### config.mk
export PLATFORM = sky130hd
export DESIGN_NAME = tag_alloc_sched
export DESIGN_NICKNAME = d
export VERILOG_FILES = /design/src/rtl/tag_alloc_sched_pkg.sv /design/src/rtl/tag_alloc_sched_alloc_pick64.sv /design/src/rtl/tag_alloc_sched.sv
export SDC_FILE = /design/constraint.sdc
export NUM_CORES = 1
export LEC_CHECK = 0
export BUFFER_PORTS_ARGS = -buffer_cell sky130_fd_sc_hd__clkbuf_2
export CAP_MARGIN = 40
export CELL_PAD_IN_SITES_DETAIL_PLACEMENT = 0
export CELL_PAD_IN_SITES_GLOBAL_PLACEMENT = 1
export CORE_ASPECT_RATIO = 0.9
export CORE_MARGIN = 2
export CORE_UTILIZATION = 38
export DETAILED_ROUTE_END_ITERATION = 12
export PLACE_DENSITY_LB_ADDON = 0.1
export RECOVER_POWER = 50
export SLEW_MARGIN = 20
export SYNTH_ARGS = -nofsm -noshare
export SYNTH_HDL_FRONTEND = slang
export SYNTH_HIERARCHICAL = 1
export SYNTH_SLANG_ARGS = --single-unit
### constraint.sdc
create_clock -name clk -period 12.95 [get_ports clk]
set_clock_uncertainty 0.15 [all_clocks]
set_input_delay 1.9425 -clock clk [delete_from_list [all_inputs] [get_ports clk]]
set_output_delay 1.9425 -clock clk [all_outputs]
set_load 0.005 [all_outputs]
### src/rtl/tag_alloc_sched_pkg.sv
// Shared constants and types for the tag allocator/scheduler.
package tag_alloc_sched_pkg;
    localparam int TAG_W = 6;
    localparam int NENT  = 64;
    typedef logic [TAG_W-1:0] tag_t;
endpackage

### src/rtl/tag_alloc_sched_alloc_pick64.sv
// Combinational lowest-set-bit finder over a 64-bit vector.
module alloc_pick64
    import tag_alloc_sched_pkg::*;
(
    input  logic [NENT-1:0] i_vec,
    output tag_t            o_idx,
    output logic            o_hasany
);

    // Scan from the top down so the lowest set bit is the last write and wins.
    always_comb begin
        o_idx    = '0;
        o_hasany = |i_vec;
        for (int i = NENT - 1; i >= 0; i--) begin
            if (i_vec[i]) begin
                o_idx = tag_t'(i);
            end
        end
    end

endmodule

### src/rtl/tag_alloc_sched.sv
// 64-entry tag allocator: one grant per cycle, two releases per cycle, reserve watermark.
module tag_alloc_sched
    import tag_alloc_sched_pkg::*;
#(
    parameter int unsigned RESV = 4
) (
    input  logic            clk,
    input  logic            rst,
    input  logic            alloc_req,
    input  logic            alloc_prio,
    output logic            alloc_gnt,
    output tag_t            alloc_tag,
    input  logic            free0_en,
    input  tag_t            free0_tag,
    input  logic            free1_en,
    input  tag_t            free1_tag,
    input  logic            flush,
    output logic [6:0]      free_cnt,
    output logic            empty,
    output logic [NENT-1:0] busy_map,
    output logic            err_dblfree
);

    logic [NENT-1:0] r_fm;
    logic [6:0]      r_cnt;
    logic            r_gnt;
    tag_t            r_tag;
    logic            r_err;
    logic [NENT-1:0] r_busy;

    tag_t            w_pick;
    logic            w_hasany;
    logic            w_grant;
    logic            w_f0_ok;
    logic            w_f1_ok;
    logic            w_err;
    logic [NENT-1:0] w_clr;
    logic [NENT-1:0] w_set;
    logic [NENT-1:0] w_fm_nxt;
    logic [6:0]      w_cnt_nxt;

    alloc_pick64 u_pick (
        .i_vec    (r_fm),
        .o_idx    (w_pick),
        .o_hasany (w_hasany)
    );

    assign w_grant = alloc_req & ~flush & w_hasany & (alloc_prio | (r_cnt > 7'(RESV)));

    // A release is legal only if the tag is currently busy. The picked tag is
    // free by construction, so releasing it is caught here as a double free.
    // Port 1 naming the same tag as port 0 is treated as the duplicate.
    assign w_f0_ok = free0_en & ~r_fm[free0_tag];
    assign w_f1_ok = free1_en & ~r_fm[free1_tag] & ~(free0_en & (free1_tag == free0_tag));
    assign w_err   = (free0_en & ~w_f0_ok) | (free1_en & ~w_f1_ok);

    assign w_clr     = {{(NENT-1){1'b0}}, w_grant} << w_pick;
    assign w_set     = ({{(NENT-1){1'b0}}, w_f0_ok} << free0_tag)
                     | ({{(NENT-1){1'b0}}, w_f1_ok} << free1_tag);
    assign w_fm_nxt  = (r_fm & ~w_clr) | w_set;
    assign w_cnt_nxt = r_cnt - {6'd0, w_grant} + {6'd0, w_f0_ok} + {6'd0, w_f1_ok};

    always_ff @(posedge clk) begin
        if (rst) begin
            r_fm   <= '1;
            r_busy <= '0;
            r_cnt  <= 7'(NENT);
            r_gnt  <= 1'b0;
            r_tag  <= '0;
            r_err  <= 1'b0;
        end else if (flush) begin
            r_fm   <= '1;
            r_busy <= '0;
            r_cnt  <= 7'(NENT);
            r_gnt  <= 1'b0;
            r_err  <= 1'b0;
        end else begin
            r_fm   <= w_fm_nxt;
            r_busy <= ~w_fm_nxt;
            r_cnt  <= w_cnt_nxt;
            r_gnt  <= w_grant;
            r_err  <= w_err;
            if (w_grant) begin
                r_tag <= w_pick;
            end
        end
    end

    assign alloc_gnt   = r_gnt;
    assign alloc_tag   = r_tag;
    assign free_cnt    = r_cnt;
    assign empty       = (r_cnt == 7'd0);
    assign busy_map    = r_busy;
    assign err_dblfree = r_err;

    a_cnt_matches_map: assert property (@(posedge clk) disable iff (rst)
        (r_cnt == 7'($countones(r_fm))));

endmodule

==> impl_metrics.ini <==
[status]
outcome = complete, but fails checks
violations = max-capacitance violations, max-slew violations

[drt]
first_pass_iters = 7
antenna_left = 0
routed_wl_um = 31500
drtIter0Drc = 858
drc = 0
vias = 7903
via_per_inst = 6.27
wl_per_cell_um = 25.0

[layout]
utilization = 0.451
n_antenna_cell = 0
fillers = 2133
area_growth_pct = 16.7
ff_latch_area_mm2 = 0.00286
nets = 996
multi_input_area_mm2 = 0.00478
drive_above_1_share = 0.161

[logic_synthesis]
synth.top_cells.by_area = dfxtp_1, mux4_2, mux2i_1
synth_enable_flop_cells = 0
yosysTopAreaCellShare = 0.357
synth-warning-count = 6
synth_cells = 884
syn_area_mm2 = 0.00803
synth-main-ff-cell = dfxtp_1
syn_nets = 915
synth_cell_types = 71
postSynthAreaPerCell_um2 = 9.08
ys_ff_latch = 143
synth-async-reset-ratio = 0
yosysSeqAreaShare = 0.357
synth_top_cell_by_area = dfxtp_1

[timing]
rsz0062_at_grt = no
finalMaxSlewViolations = 47
fmax_ghz = 0.138
period_minus_slack_ps = 7230
min_period_over_period = 0.559
slew_headroom = -0.897
setup_viol = 0
tns_ps = 0
worst_slew_pin_slew_ps = 2840
finalHoldViolCount = 0

[floorplan]
core_region_area_mm2 = 0.0208
start_util = 0.387
fp.dieArea_mm2 = 0.0223
die_x_um = 157
rows = 50
die_h_um = 142
io_pins = 99

[clock_tree]
tritoncts = done
htreeDepth = 4
cts_num_sinks = 143
clock-root-buffer = clkbuf_16
cts.path.max_buffers = 2
post_cts_buffers = 0
cts_hold_buf = 0
clock_latency_ps = 430
cts_resized = 0
clkTransAtPathRegs_ps = 60
cts_buffers = 17

[global_route]
grt_pass1_vias = 7276
grt_pass1_wl_um = 46900
grtUsageTotal = 0.287
antenna_found_initial = 1
grt_max_degree = 49
overflow = 0

[min_path]
min_path_type = reg -> reg

[setup_path]
endpoint_kind = flop
start_kind = input port
path_class = in -> reg
required_ps = 13110
crit_arrival_ps = 7390
cp_max_fo = 46

[power]
vdd_drop_max_v = 0.0000683
p_leak_nw = 3.39
power_w = 0.00105
power_density_mw_per_mm2 = 112

[place]
dp_hpwl_um = 22900
gp_congestion = 0.992
port_buffers = 98

[flow_run]
max_cap_viol_count = 1
==> Yosys cell counts, types with 21 or more instances <==
cell	count
o21ai_0	74
o2111ai_1	38
mux2i_1	38
nor2_1	49
clkbuf_1	45
nand2_1	57
dfxtp_1	143
o2111a_1	30
a21oi_1	36
nand3_1	23
inv_1	29
mux4_2	21
o211ai_1	30
==> per-stage QoR <==
| stage | instances | hold WS, ps | setup slack [ps] | cell area [um^2] |
|---|---|---|---|---|
| detailed placement | 1228 | 344 | 6760 | 8820 |
| global route | 1261 | 395 | 5260 | 9370 |
| global placement | 1217 | 334 | 6810 | 8720 |
| finish | 1261 | 352 | 5720 | 9370 |
| floorplan | 884 | 339 | 7250 | 8030 |
| CTS | 1257 | 358 | 7220 | 9410 |
==> cell type report <==
cell class / count / share of cell area
Inverter: 29 / 0.0116
Timing Repair Buffer: 126 / 0.0714
Tap cell: 286 / 0.0382
Multi-Input combinational cell: 648 / 0.510
Sequential cell: 143 / 0.305
Clock inverter: 10 / 0.0148
Clock buffer: 19 / 0.0483
==> registers in the layout, indices dropped and copies added (netlist names) <==
name,flops
r_fm,64
alloc_tag,6
alloc_gnt,1
free_cnt,7
busy_map,64
err_dblfree,1
==> worst max-delay path: stages <==
cell and delay, ps:
clkbuf_2 70, clkbuf_1 2000, mux4_2 710, mux2_2 290
a221oi_2 360, nor3_1 90, nor3_1 320, fa_1 260
inv_1 60, fa_1 390, nand2b_1 170, a21oi_1 210
o21ai_0 110, a21oi_1 170, or3_1 120, nand3_1 70
==> where the power goes <==
| part | leakage [nW] | total, W | internal (W) | switching (W) |
|---|---|---|---|---|
| clock | 0.291 | 0.000505 | 0.000310 | 0.000195 |
| sequential | 1.16 | 0.000446 | 0.000444 | 0.00000286 |
| combinational | 1.94 | 0.0000996 | 0.0000332 | 0.0000664 |
| total | 3.39 | 0.00105 | 0.000787 | 0.000264 |
==> worst paths after layout <==
kind                                   from                   endpoint  slack, ps  cells past startpoint
hold / removal    alloc_tag[5]$_SDFFE_PP0P_  alloc_tag[5]$_SDFFE_PP0P_        350                      2
setup reg to reg        r_fm[62]$_SDFF_PP1_     free_cnt[6]$_SDFF_PP1_       8080                     19
setup / recovery               free1_tag[0]     free_cnt[6]$_SDFF_PP1_       5720                     16
hold reg to reg   alloc_tag[5]$_SDFFE_PP0P_  alloc_tag[5]$_SDFFE_PP0P_        350                      2
==> cells by family after synthesis <==
group | share of synthesized area
fa+ha+maj | 0.0206
flops | 0.357
simple gates | 0.162
mux | 0.115
xor+xnor | 0.00873
buf+inv | 0.0474
compound gates | 0.290
==> cell usage in the layout (no fill, tap or decap), types with 36 or more instances in the layout <==
cell and n:
a21oi_1 36, dfxtp_1 143, o21ai_0 76, nor2_1 49, clkbuf_1 38, o2111ai_1 37
nand2_1 57, mux2i_1 38, clkbuf_2 62
==> metal layers <==
metal	GRT usage	part of all wire	wire, um
met1	0.417	0.46	14600
met2	0.413	0.43	13500
met3	0.0632	0.080	2510
met4	0.110	0.030	955
met5	0	0	0
Power figures use the tool's default switching activity.
